## src/rtl/aclk_pkg.sv

```systemverilog
// Shared types and keymap for the alarm-clock keypad scanner.
// Key codes: 0-9 digits, A/B/C/D letters, then * and #.
package aclk_pkg;

  typedef enum logic [1:0] {
    SCAN,
    PRESS_DB,
    HELD,
    REL_DB
  } scan_state_t;

  localparam logic [3:0] KEY_A    = 4'hA;
  localparam logic [3:0] KEY_B    = 4'hB;
  localparam logic [3:0] KEY_C    = 4'hC;
  localparam logic [3:0] KEY_D    = 4'hD;
  localparam logic [3:0] KEY_STAR = 4'hE;
  localparam logic [3:0] KEY_HASH = 4'hF;

  // nibble {row,col}: r0=1 2 3 A, r1=4 5 6 B, r2=7 8 9 C, r3=* 0 # D
  localparam logic [63:0] KEYMAP = 64'hDF0E_C987_B654_A321;

  function automatic logic single_low(
    input logic [3:0] row_code
  );
    logic [3:0] l;
    l = ~row_code;
    return (l != 4'h0) && ((l & (l - 4'h1)) == 4'h0);
  endfunction

  function automatic logic [3:0] keymap(
    input logic [3:0] row_code,
    input logic [1:0] col
  );
    logic [1:0] r;
    int         idx;
    case (row_code)
      4'b1110: r = 2'd0;
      4'b1101: r = 2'd1;
      4'b1011: r = 2'd2;
      default: r = 2'd3;
    endcase
    idx = int'({r, col});
    return KEYMAP[idx*4 +: 4];
  endfunction

endpackage

```

## src/rtl/aclk_keypad_scanner_if.sv

```systemverilog
// User-input bundle from the keypad scanner to the clock core.
// master drives the events, slave consumes them.
interface aclk_keypad_scanner_if;
  logic [3:0] key;
  logic       key_strobe;
  logic       time_button;
  logic       alarm_button;
  logic       stopwatch;

  modport master (
    output key,
    output key_strobe,
    output time_button,
    output alarm_button,
    output stopwatch
  );

  modport slave (
    input key,
    input key_strobe,
    input time_button,
    input alarm_button,
    input stopwatch
  );
endinterface

```

## src/rtl/aclk_sync2.sv

```systemverilog
// 4-bit two-flop synchronizer for the asynchronous row lines.
// Resets to all-ones, i.e. "no key pressed".
module aclk_sync2
  import aclk_pkg::*;
(
  input  logic       clk,
  input  logic       reset,
  input  logic [3:0] d,
  output logic [3:0] q
);

  logic [3:0] meta;

  always_ff @(posedge clk or negedge reset) begin
    if (!reset) begin
      meta <= 4'hF;
      q    <= 4'hF;
    end else begin
      meta <= d;
      q    <= meta;
    end
  end

endmodule

```

## src/rtl/aclk_keypad_scanner.sv

```systemverilog
// 4x4 active-low keypad scanner with press/release debounce.
// Emits digit strobes, time/alarm pulses and the stopwatch level.
module aclk_keypad_scanner
  import aclk_pkg::*;
#(
  parameter int SCAN_DIV = 4,
  parameter int DEBOUNCE = 3
) (
  input  logic                  clk,
  input  logic                  reset,
  input  logic [3:0]            rows,
  output logic [3:0]            cols,
  aclk_keypad_scanner_if.master kp
);

  localparam int TW = $clog2(SCAN_DIV);
  localparam int DW = $clog2(DEBOUNCE + 1);
  localparam logic [TW-1:0] T_LAST = TW'(SCAN_DIV - 1);
  localparam logic [DW-1:0] D_DONE = DW'(DEBOUNCE);
  localparam logic [DW-1:0] D_ONE  = DW'(1);

  scan_state_t   state, state_n;
  logic [TW-1:0] tick;
  logic [DW-1:0] db, db_n, db_inc;
  logic [1:0]    col, col_n;
  logic [3:0]    code, code_n;
  logic [3:0]    key, key_n;
  logic          strobe, strobe_n;
  logic          time_q, time_n;
  logic          alarm_q, alarm_n;
  logic          sw, sw_n;
  logic [3:0]    rows_s;
  logic [3:0]    hit;
  logic          sample;
  logic          all_high;

  aclk_sync2 u_sync (
    .clk   (clk),
    .reset (reset),
    .d     (rows),
    .q     (rows_s)
  );

  assign sample   = (tick == T_LAST);
  assign all_high = (rows_s == 4'hF);
  assign hit      = keymap(code, col);
  assign db_inc   = db + D_ONE;
  assign cols     = ~(4'b0001 << col);

  assign kp.key          = key;
  assign kp.key_strobe   = strobe;
  assign kp.time_button  = time_q;
  assign kp.alarm_button = alarm_q;
  assign kp.stopwatch    = sw;

  // free-running dwell timer; sample point is its last cycle
  always_ff @(posedge clk or negedge reset) begin
    if (!reset) begin
      tick <= '0;
    end else if (sample) begin
      tick <= '0;
    end else begin
      tick <= tick + TW'(1);
    end
  end

  always_ff @(posedge clk or negedge reset) begin
    if (!reset) begin
      state   <= SCAN;
      db      <= '0;
      col     <= 2'd0;
      code    <= 4'hF;
      key     <= 4'h0;
      strobe  <= 1'b0;
      time_q  <= 1'b0;
      alarm_q <= 1'b0;
      sw      <= 1'b0;
    end else begin
      state   <= state_n;
      db      <= db_n;
      col     <= col_n;
      code    <= code_n;
      key     <= key_n;
      strobe  <= strobe_n;
      time_q  <= time_n;
      alarm_q <= alarm_n;
      sw      <= sw_n;
    end
  end

  always_comb begin
    state_n  = state;
    db_n     = db;
    col_n    = col;
    code_n   = code;
    key_n    = key;
    strobe_n = 1'b0;
    time_n   = 1'b0;
    alarm_n  = 1'b0;
    sw_n     = sw;
    if (sample) begin
      unique case (state)
        SCAN: begin
          if (single_low(rows_s)) begin
            code_n  = rows_s;
            db_n    = D_ONE;
            state_n = PRESS_DB;
          end else begin
            col_n = col + 2'd1;
          end
        end
        PRESS_DB: begin
          if (rows_s != code) begin
            db_n    = '0;
            col_n   = col + 2'd1;
            state_n = SCAN;
          end else if (db_inc == D_DONE) begin
            db_n    = db_inc;
            state_n = HELD;
            unique case (1'b1)
              (hit <= 4'd9): begin
                key_n    = hit;
                strobe_n = 1'b1;
              end
              (hit == KEY_A): time_n  = 1'b1;
              (hit == KEY_B): alarm_n = 1'b1;
              (hit == KEY_C): sw_n    = 1'b1;
              default: ;
            endcase
          end else begin
            db_n = db_inc;
          end
        end
        HELD: begin
          if (all_high) begin
            db_n    = D_ONE;
            state_n = REL_DB;
          end
        end
        REL_DB: begin
          if (!all_high) begin
            db_n    = '0;
            state_n = HELD;
          end else if (db_inc == D_DONE) begin
            db_n    = '0;
            sw_n    = 1'b0;
            col_n   = col + 2'd1;
            state_n = SCAN;
          end else begin
            db_n = db_inc;
          end
        end
        default: state_n = SCAN;
      endcase
    end
  end

endmodule

```

## src/flat_wrapper.sv

```systemverilog
// flat-port wrapper written by rule: the top's interface ports become plain ports
module aclk_keypad_scanner_flat import aclk_pkg::*;
#(
  parameter int SCAN_DIV = 4,
  parameter int DEBOUNCE = 3
)
  (clk, reset, rows, cols, kp_key, kp_key_strobe, kp_time_button, kp_alarm_button, kp_stopwatch);
  aclk_keypad_scanner_if kp_i ();
  input  logic clk;
  input  logic reset;
  input  logic [3:0] rows;
  output logic [3:0] cols;
  output wire logic [$bits(kp_i.key)-1:0] kp_key;
  output wire logic [$bits(kp_i.key_strobe)-1:0] kp_key_strobe;
  output wire logic [$bits(kp_i.time_button)-1:0] kp_time_button;
  output wire logic [$bits(kp_i.alarm_button)-1:0] kp_alarm_button;
  output wire logic [$bits(kp_i.stopwatch)-1:0] kp_stopwatch;
  assign kp_key = kp_i.key;
  assign kp_key_strobe = kp_i.key_strobe;
  assign kp_time_button = kp_i.time_button;
  assign kp_alarm_button = kp_i.alarm_button;
  assign kp_stopwatch = kp_i.stopwatch;
  aclk_keypad_scanner #(.SCAN_DIV(SCAN_DIV), .DEBOUNCE(DEBOUNCE)) u_core (.clk(clk), .reset(reset), .rows(rows), .cols(cols), .kp(kp_i));
endmodule
```

## config.mk

```make
export PLATFORM = sky130hd
export DESIGN_NAME = aclk_keypad_scanner_flat
export DESIGN_NICKNAME = d
export VERILOG_FILES = /design/src/rtl/aclk_pkg.sv /design/src/rtl/aclk_keypad_scanner_if.sv /design/src/rtl/aclk_sync2.sv /design/src/rtl/aclk_keypad_scanner.sv /design/src/flat_wrapper.sv
export SDC_FILE = /design/constraint.sdc
export NUM_CORES = 1
export LEC_CHECK = 0
export CAP_MARGIN = 20
export CORE_MARGIN = 2
export CORE_UTILIZATION = 40
export CTS_CLUSTER_SIZE = 12
export DETAILED_ROUTE_END_ITERATION = 16
export PLACE_DENSITY = 0.71
export SETUP_SLACK_MARGIN = 0.5
export SLEW_MARGIN = 20
export SYNTH_ARGS = -nofsm -noshare
export SYNTH_HDL_FRONTEND = slang
export SYNTH_HIERARCHICAL = 1
export SYNTH_SLANG_ARGS = --single-unit
```

## constraint.sdc

```tcl
create_clock -name clk -period 4.45 [get_ports clk]
set_input_delay 0.89 -clock clk [delete_from_list [all_inputs] [get_ports clk]]
set_output_delay 0.89 -clock clk [all_outputs]
set_load 0.01 [all_outputs]
```

* Word-level counts from Yosys, hierarchy flattened
Cells that the tools add are included.
Word-level totals: register bits after elaboration 28, logic and storage cells 99, output and inout bits 12, input bits 6
Operators by class: add/sub/neg operators 4, shift operators 2, equal/unequal tests 24, muxes and demuxes 40, reductions and logical operators 12, bitwise logic cells 4, $lt $le $gt $ge 1
Operators with widths (count):
- $shiftx 64x7->4 const A | 1
- $mux 2 | 15
- $eq 4x4->1 const B | 7
- $mux 1 | 20
- $pmux 2 s4 | 2
- $ne 2x1->1 const B | 7
- $pmux 2 s3 | 2
- $reduce_and 5->1 | 2
- $eq 2x2->1 const B | 4
- $not 4->4 | 2
- $reduce_and 7->1 | 1
- $add 2x1->2 const B | 3
- $reduce_and 3->1 | 2
- $reduce_and 6->1 | 1
- $and 4x4->4 | 1
- $le 4x4->1 const B | 1
- $logic_not 4->1 | 1
- $ne 2x2->1 const B | 2
- $ne 4x4->1 | 1
- $reduce_bool 4->1 | 1
- $shl 1x2->4 const A | 1
- $sub 4x1->4 const B | 1
- $ne 3x1->1 const B | 1
- $ne 3x3->1 const B | 1
- 7 further kinds | 7

* Longest topological paths before layout
Gate-level depths: netlist of run 1.
depth in word-level cells 9, mapped depth 8, mapped depth without buffers 7

* Cells and area by module
Netlist of run 1, hierarchy kept.
By module, submodules not included:
- aclk_keypad_scanner | seq. area each 505.5 sq um, area an instance 1503.9 sq um, cells each 157, times used 1
- aclk_sync2 | seq. area each 210.2 sq um, area an instance 210.2 sq um, cells each 8, times used 1

* Least setup slack after synthesis of run 1
OpenSTA, ideal clock, no wires.
kind reg2reg, from reg u_core.col[0], to reg u_core.key[2] (netlist: u_core/kp.key[2]), path buffers 1, arrival 2149 ps, setup slack 2176 ps, cell stages (with the launch flop) 9, data required time 4325 ps, library setup time 125 ps, cell sequence dfrtp_1 > inv_1 > ha_1 > clkbuf_1 > nand3b_1 > a21oi_1 > a31oi_4 > a2111oi_4 > mux2_4
Between the ends: longest elaborated chain between the ends 3
Ends and longest elaborated chain:
- start, declared | line aclk_keypad_scanner.sv:25 | logic [1:0] col, col_n;
- start signal, assigned | line aclk_keypad_scanner.sv:81 | col <= col_n;
- $shiftx 64x7->4 * | line aclk_pkg.sv:43 | return KEYMAP[idx*4 +: 4];
- $le 4x4->1 | line aclk_keypad_scanner.sv:121 | (hit <= 4'd9): begin
- $reduce_and 5->1 (no line)
- end signal, assigned | line aclk_keypad_scanner.sv:83 | key <= key_n;
- end, declared | line aclk_keypad_scanner.sv:27 | logic [3:0] key, key_n;
Every way passes the cells marked *; elsewhere a longest branch is shown, timed or not. A chain may end at the register's enable or synchronous reset.

* Worst setup path in the final report of run 1
from reg u_core.col[0], to out cols[0]
Between the ends: longest elaborated chain between the ends 2
Ends and longest elaborated chain:
- $shl 1x2->4 | line aclk_keypad_scanner.sv:48 | assign cols = ~(4'b0001 << col);
- $not 4->4 | line aclk_keypad_scanner.sv:48
- end, declared | line flat_wrapper.sv:12 | output logic [3:0] cols;
Every way passes these cells.

==> run metrics, run 1 <==
number of warnings issued by yosys 6; gp weighted congestion 0.8376; critical path start-end classification reg2out; # rows 23; register area 715.7 um2; TritonCTS clock tree yes; # hold bufs at CTS 0; initial antenna violation count 0; worst setup slack before clock tree synthesis 2002 ps; first-pass GRT wire length 5575 um; count of buffers from port buffering 17; gr usage total 14.23%; total net switching power 0.4177 mW; power per unit of standard cell area 537.5 nW/um2; count of cell types in the netlist 50; element type at the critical path start flip-flop; outcome finished clean; violation count after the first detailed-route iteration 57; sum of net half-perimeters after detailed placement 2377 um; leakage dissipation 0.7603 nW; GR peak layer met2; Final WS setup 1686 ps; post-synthesis async set-or-reset flop share 100.0%; clock group share of total power 17.1%; Layout Area Growth over Synthesis 13.21%; pin count of the biggest net entering global routing 23; unrepaired setup endpoints after global routing false; standard cell core area 4058 um2; Seq/Total Area, Yosys 41.75%; met1 track utilization from global routing 18.15%; EDFF count, synth 0; Critical Path Fanout Max 8; max-cap violations 0; total power 1.043 mW; number of nets in the synthesized netlist 180; final slew viol count 0; Num CTS Buffers 3; level count of the clock H-tree 1; number of failing setup endpoints in the final timing report 0; Multi-input gate area 874.6 um2; Sw Ratio 40.05%; routed wire length 3121 um; largest area contributor in the netlist dfrtp_1; Antenna Nets Post-Route 0; width of the chip 69.46 um; critical path capture point type output port; Logic pwr share 44.5%; GR Util met2 24.57%; Seq cells post-synth 28; fraction of final layout cells sized beyond drive strength 1 17.71%; Gates resized, CTS repair 0; post-detailed-route DRC marker count 0; clock period minus worst slack 2764 ps; worst rel slew slack 59.21%; total global routing overflow 0; ratio of routed vias to standard cells 5.480; detailed-route via count 1,233; Post-Layout Cell Count 225; post-synthesis average cell area 10.39 um2; buffer depth of the longest clock path 2; post-route cell area 1941 um2; fill cell count 373; average wire per cell in the routed design 13.87 um; gate count after technology mapping 165; final net count 191; area of the die 4825 um2; CTS sink cnt 28; setup tns final 0 ps; clock-pin slew on the worst setup and hold paths 100 ps; synth top area cells dfrtp_1 23%, dfstp_2 18%, ha_1 6.6%, nand2_1 3.5%, xnor2_4 3.2%; area share of the leading cell type in the synthesized netlist 23.36%; met3 demand-to-capacity share in global routing 3.198%; portion of total power attributed to sequential cells 38.4%; # IOs 18; VDD IR max 198.2 uV; most common flop cell mapped by yosys dfrtp_1; Hold Crit Class reg2reg; via count of the first global-routing pass 1,187; vertical extent of the die 69.46 um; Syn Std Cell Area 1714 um2; Post-CTS Repair Setup Buffers 0; number of hold-slack violations in the final timing report 0; Arrival @ worst endpoint 1870 ps; internal power 0.6254 mW; clock latency of the later-clocked register in the worst-skew pair 280 ps; placed inst area 1879 um2; final worst-path cycle share 62.12%; most common library cells after synthesis 16 x dfrtp_1, 16 x nand2_1, 13 x inv_1; total placed cells including tap cells 221; effective utilization at floorplan 42.24%; # diodes 0; Final Skew 8.530 ps; CTS root buf clkbuf_8; worst slack on hold paths 360.1 ps; Fmax achieved 361.8 MHz; Least-Margin Pin Slew 596.4 ps; number of iterations in the first detailed-routing pass 4; required time worst endpoint 3560 ps; post-layout utilization of the core 47.83%
-- critical path, cell delays in order, from the launching register on --
cell,delay (ps)
dfrtp_1,450
inv_1,210
ha_1,390
inv_1,70
clkdlybuf4s50_1,480
-- cell families after synthesis --
| group | Yosys count | share of synthesized area (%) |
|---|---|---|
| fa+ha+maj | 9 | 6.569 |
| mux | 8 | 5.255 |
| simple gates | 51 | 15.69 |
| flops | 28 | 41.75 |
| compound gates | 35 | 16.28 |
| xor+xnor | 9 | 7.226 |
| buf+inv | 25 | 7.226 |
-- registers in the layout, indices dropped and copies added (netlist names) --
signal	flops
u_core/tick	2
u_core/state	2
u_core/u_sync/q	4
u_core/u_sync/meta	4
u_core/kp.time_button	1
u_core/col	2
u_core/kp.key_strobe	1
u_core/code	4
u_core/kp.key	4
u_core/kp.stopwatch	1
u_core/kp.alarm_button	1
u_core/db	2
-- final cells by class --
type,count,share of cell area (%)
Multi-Input combinational cell,112,45.07
Sequential cell,28,36.88
Inverter,13,2.515
Clock buffer,4,3.417
Tap cell,50,3.224
Timing Repair Buffer,18,8.898
-- power by group through the flow --
stage / clock network, mW / registers (mW) / logic [mW]
global route: 0.194 / 0.411 / 0.514
finish: 0.178 / 0.401 / 0.464
floorplan: 0 / 0.333 / 0.433
global placement: 0 / 0.399 / 0.454
detailed placement: 0 / 0.405 / 0.465
CTS: 0.185 / 0.400 / 0.469
-- placed cells by master, fill, tap and decap left out, types with 5 or more instances in the layout --
cell,count
ha_1,9
nand3_1,5
dfrtp_1,16
nor3_1,8
inv_1,13
nand2_1,16
dfstp_2,12
clkdlybuf4s50_1,16
a21oi_1,8
nor2_1,10
xnor2_1,6
-- worst paths after layout --
path	startpoint	end	slack, ps	cells past startpoint
max in group asynchronous	reset	u_core/u_sync/meta[0]	3310	2
min reg2reg	u_core/u_sync/meta[2]	u_core/u_sync/q[2]	360	0
min in group asynchronous	reset	u_core/col[1]	560	1
min	u_core/u_sync/meta[2]	u_core/u_sync/q[2]	360	0
max reg2reg	u_core/col[0]	u_core/kp.key[2]	2010	7
max	u_core/col[0]	cols[0]	1690	4
-- routing by layer --
| layer | up-vias | wire, um |
|---|---|---|
| met5 | - | 0 |
| met4 | 0 | 16 |
| met3 | 2 | 95 |
| met2 | 20 | 1594 |
| met1 | 610 | 1414 |
| li1 | 601 | - |
Power figures use the tool's default switching activity.
==> run 2, diff against run 1 <==
==> constraint.sdc (replaced) <==
create_clock -name clk -period 2.8 [get_ports clk]
set_input_delay 0.56 -clock clk [delete_from_list [all_inputs] [get_ports clk]]
set_output_delay 0.56 -clock clk [all_outputs]
set_load 0.01 [all_outputs]
==> run 2 against run 1 <==
Effect of this change: non-clock buffer count is 6 higher; wire length is 0.64% lower; sequential share of layout area is 1.1 points lower; critical endpoint is now cols[2]; largest power group unchanged; highest routed layer unchanged.
==> run metrics, run 2 (synthesis gave the netlist of run 1 again) <==
outcome finished clean; routed wire length 3101 um; final worst-path cycle share 80.89%; clock latency of the later-clocked register in the worst-skew pair 280 ps; first-pass GRT wire length 5568 um; Antenna Nets Post-Route 0; critical path start-end classification reg2out; Num CTS Buffers 3; effective utilization at floorplan 42.24%; # diodes 0; # hold bufs at CTS 0; unrepaired setup endpoints after global routing true; final net count 197; total power 1.721 mW; width of the chip 69.46 um; number of iterations in the first detailed-routing pass 4; worst setup slack before clock tree synthesis 369.4 ps; clock-pin slew on the worst setup and hold paths 90 ps; number of hold-slack violations in the final timing report 0; gr usage total 14.25%; CP Launch Point u_core/col[0]; Reg2Reg Depth 6; critical path capture point type output port; leading cell type in the layout, fill and taps excluded clkdlybuf4s50_1; number of failing setup endpoints in the final timing report 0; violation count after the first detailed-route iteration 43; CTS sink cnt 28; max-cap violations 0; count of buffers from port buffering 17; TritonCTS clock tree yes; Least-Margin Pin Slew 595.5 ps; Fmax achieved 441.5 MHz; setup tns final 0 ps; Final Skew 3.807 ps; vertical extent of the die 69.46 um; level count of the clock H-tree 1; top library cells by usage in the layout, fill and taps aside 17 x clkdlybuf4s50_1, 16 x nand2_1, 15 x dfrtp_1, 12 x dfstp_2, 11 x inv_1; critical register-to-register path endpoint u_core/kp.key[0]; fill cell count 370; Crit Reg-Reg Startpoint u_core/code[3]; leakage dissipation 0.7742 nW; # IOs 18; average wire per cell in the routed design 13.42 um; ratio of routed vias to standard cells 5.359; post-detailed-route DRC marker count 0; detailed-route via count 1,238; placed inst area 1879 um2; clock period minus worst slack 2265 ps; Hold Crit Class reg2reg; fraction of final layout cells sized beyond drive strength 1 23.20%; via count of the first global-routing pass 1,225; area of the die 4825 um2; gp weighted congestion 0.9032; power per unit of standard cell area 859.7 nW/um2; initial antenna violation count 0; required time worst endpoint 2240 ps; pin count of the biggest net entering global routing 29; worst rel slew slack 59.27%; total global routing overflow 0; sum of net half-perimeters after detailed placement 2237 um; Final WS setup 535.1 ps; standard cell core area 4058 um2; # rows 23; VDD IR max 399.5 uV; Arrival @ worst endpoint 1700 ps; CTS root buf clkbuf_8; post-layout utilization of the core 49.34%; post-route cell area 2002 um2; buffer depth of the longest clock path 2; endpoint of the most critical setup path cols[2]; Layout Area Growth over Synthesis 16.79%; slack of the worst reg-to-reg path 560 ps; Critical Path Fanout Max 4; element type at the critical path start flip-flop; final slew viol count 0
[run 2: cell types whose count changed in the layout (fill, tap and decap cells not counted), sizes merged]
cell           previous run  this run
inv                      13        12
clkinvlp                  0         1
clkdlybuf4s50            16        17
buf                       2         7
[run 2: where the power goes]
part | leakage (nW) | switching [mW] | internal [mW] | total [mW]
clock | 0.0288 | 0.125 | 0.126 | 0.251
sequential | 0.337 | 0.140 | 0.494 | 0.634
combinational | 0.408 | 0.421 | 0.415 | 0.836
total | 0.774 | 0.686 | 1.03 | 1.72
[run 2: worst min path at each step]
stage / startpoint / endpoint / slack [ps] / cells past startpoint
detailed placement: u_core/u_sync/meta[0] / u_core/u_sync/q[0] / 350 / 0
global placement: u_core/u_sync/meta[3] / u_core/u_sync/q[3] / 350 / 0
floorplan: reset / u_core/col[0] / 260 / 0
global route: u_core/u_sync/meta[0] / u_core/u_sync/q[0] / 360 / 0
CTS: u_core/u_sync/meta[0] / u_core/u_sync/q[0] / 360 / 0
finish: u_core/u_sync/meta[2] / u_core/u_sync/q[2] / 360 / 0
[run 2: timing repair]
action	CTS	global route
setup buffers	3	3
endpoints found under the setup margin	4	5
pin swaps	0	1
resized for setup	5	2
[run 2: per-stage QoR]
| step | cells | hold WS [ps] |
|---|---|---|
| floorplan | 165 | 264.4 |
| global placement | 221 | 345.7 |
| detailed placement | 221 | 348.5 |
| CTS | 228 | 362.2 |
| global route | 231 | 363.8 |
| finish | 231 | 359.8 |
[run 2: cell type report]
class                           count  area [um2]  area share (%)
Clock buffer                        4       55.05           2.750
Timing Repair Buffer               24       222.7           11.13
Sequential cell                    28       716.9           35.81
Tap cell                           50       62.56           3.125
Inverter                           13       52.55           2.625
Multi-Input combinational cell    112       892.1           44.56
[run 2: critical path: stages, from the launching register on]
cell             delay (ps)
dfrtp_2                 400
clkinvlp_4              150
ha_2                    250
inv_1                    90
clkdlybuf4s50_1         530
[run 2: layer usage]
layer | track usage [%] | routed length, um | vias to the layer above
met5 | 0 | 0 | -
met3 | 3.198 | 124 | 6
met4 | 5.664 | 60 | 0
met2 | 24.57 | 1523 | 30
li1 | - | - | 608
met1 | 17.18 | 1392 | 594
==> run 3, diff against run 2 <==
==> constraint.sdc (replaced) <==
create_clock -name clk -period 2.34 [get_ports clk]
set_input_delay 0.468 -clock clk [delete_from_list [all_inputs] [get_ports clk]]
set_output_delay 0.468 -clock clk [all_outputs]
set_load 0.01 [all_outputs]
==> run 3 against run 2 <==
Effect of this change: sequential share of layout area shrank 5.4 points; combinational power grew 78%; power grew 49%; sequential power grew 18%; flip-flop and latch count is the same; cell area grew 18%; hold slack gained 0.74 ps; critical path type is now reg2reg.
==> run metrics, run 3 (synthesis gave the netlist of run 1 again) <==
outcome finished clean; final slew viol count 0; Post-Layout Cell Count 255; # hold bufs at CTS 0; worst rel slew slack 70.79%; detailed-route via count 1,424; setup tns final 0 ps; initial antenna violation count 0; Layout Area Growth over Synthesis 37.30%; gp weighted congestion 0.9590; critical path capture point type flip-flop; number of failing setup endpoints in the final timing report 0; standard cell core area 4058 um2; # rows 23; clock-pin slew on the worst setup and hold paths 100 ps; CTS root buf clkbuf_8; Arrival @ worst endpoint 2300 ps; final worst-path cycle share 89.77%; critical path start-end classification reg2reg; element type at the critical path start flip-flop; # IOs 18; CTS sink cnt 28; Antenna Nets Post-Route 0; width of the chip 69.46 um; clock latency of the later-clocked register in the worst-skew pair 280 ps; average wire per cell in the routed design 15.78 um; number of iterations in the first detailed-routing pass 4; violation count after the first detailed-route iteration 53; post-detailed-route DRC marker count 0; total global routing overflow 0; vertical extent of the die 69.46 um; VDD IR max 483.5 uV; Hold Crit Class reg2reg; Critical Path Fanout Max 8; total placed cells including tap cells 225; routed wire length 4023 um; sum of net half-perimeters after detailed placement 2533 um; count of buffers from port buffering 17; area of the die 4825 um2; final net count 221; Final Skew 6.132 ps; first-pass GRT wire length 6368 um; pin count of the biggest net entering global routing 29; ratio of routed vias to standard cells 5.584; effective utilization at floorplan 42.24%; fill cell count 318; via count of the first global-routing pass 1,434; leakage dissipation 0.9469 nW; Fmax achieved 476.1 MHz; leading cell type in the layout, fill and taps excluded buf_4; clock period minus worst slack 2101 ps; level count of the clock H-tree 1; max-cap violations 0; fraction of final layout cells sized beyond drive strength 1 44.39%; power per unit of standard cell area 1092 nW/um2; TritonCTS clock tree yes; gr usage total 16.27%; # diodes 0; top library cells by usage in the layout, fill and taps aside 22 x buf_4, 16 x dfrtp_1, 14 x nand2_1, 13 x clkdlybuf4s50_1, 12 x dfstp_2; Least-Margin Pin Slew 438.1 ps; required time worst endpoint 2540 ps; number of hold-slack violations in the final timing report 0; unrepaired setup endpoints after global routing true; buffer depth of the longest clock path 2; Num CTS Buffers 3
-- run 3: cell count changes in the layout (fill, tap and decap cells not counted), moves of 3 or more --
cell and change:
a21oi_1 -4, a21oi_2 +3, buf_4 +15, buf_6 +8, clkdlybuf4s50_1 -4
-- run 3: layout make-up --
| type | instances | area, um2 | share of cell area (%) |
|---|---|---|---|
| inverter | 13 | 51.30 | 2.180 |
| clock buffer | 4 | 66.31 | 2.818 |
| sequential | 28 | 715.7 | 30.41 |
| tap | 50 | 62.56 | 2.658 |
| multi-input combinational | 112 | 1036 | 44.02 |
| timing repair buffer | 48 | 421.7 | 17.92 |
-- run 3: worst paths after layout --
kind                                       start                  to  slack (ps)  depth (start not counted)
max                               u_core/code[0]    u_core/kp.key[0]         240                          8
min                        u_core/u_sync/meta[1]  u_core/u_sync/q[1]         360                          0
max reg2reg                       u_core/code[0]    u_core/kp.key[0]         240                          8
min reg2reg                u_core/u_sync/meta[1]  u_core/u_sync/q[1]         360                          0
max in group asynchronous                  reset  u_core/u_sync/q[2]        1470                          2
min in group asynchronous                  reset       u_core/col[0]         560                          2
-- run 3: metal layers --
metal | vias to the layer above | share of wire, % | global-route usage, %
met1 | 695 | 38 | 17.61
li1 | 657 | - | -
met4 | 0 | 4.0 | 8.279
met5 | - | 0 | 0
met2 | 53 | 54 | 29.91
met3 | 19 | 4.7 | 3.052
-- run 3: critical path, stage by stage (launching register included) --
cell,delay [ps]
dfstp_2,650
buf_6,150
buf_6,90
nor3b_2,30
a31oi_1,170
o22ai_2,150
a2111oi_4,390
buf_4,190
mux2i_2,200
-- run 3: repair_timing --
item,in CTS,in global routing
endpoints found under the setup margin,16,20
gates cloned,1,0
gates resized for setup,19,33
pin swaps,8,11
buffers inserted,15,10
-- run 3: report_power, final --
group          internal (mW)  switching (mW)  total [mW]
Clock                  0.186           0.151       0.337
Combinational          0.756           0.730        1.49
Sequential             0.589           0.158       0.747
Total                   1.53            1.04        2.57
-- run 3: through the flow --
stage	setup slack (ps)	cell area [um2]	util [%]	power, mW	hold WS (ps)
finish	239.4	2354	58.00	2.570	360.5
global route	107.5	2354	58.00	2.727	363.0
CTS	280.8	2153	53.07	2.251	361.5
detailed placement	39.99	1913	47.15	1.698	346.8
global placement	153.0	1913	47.15	1.637	346.8
floorplan	257.7	1728	-	1.476	172.4
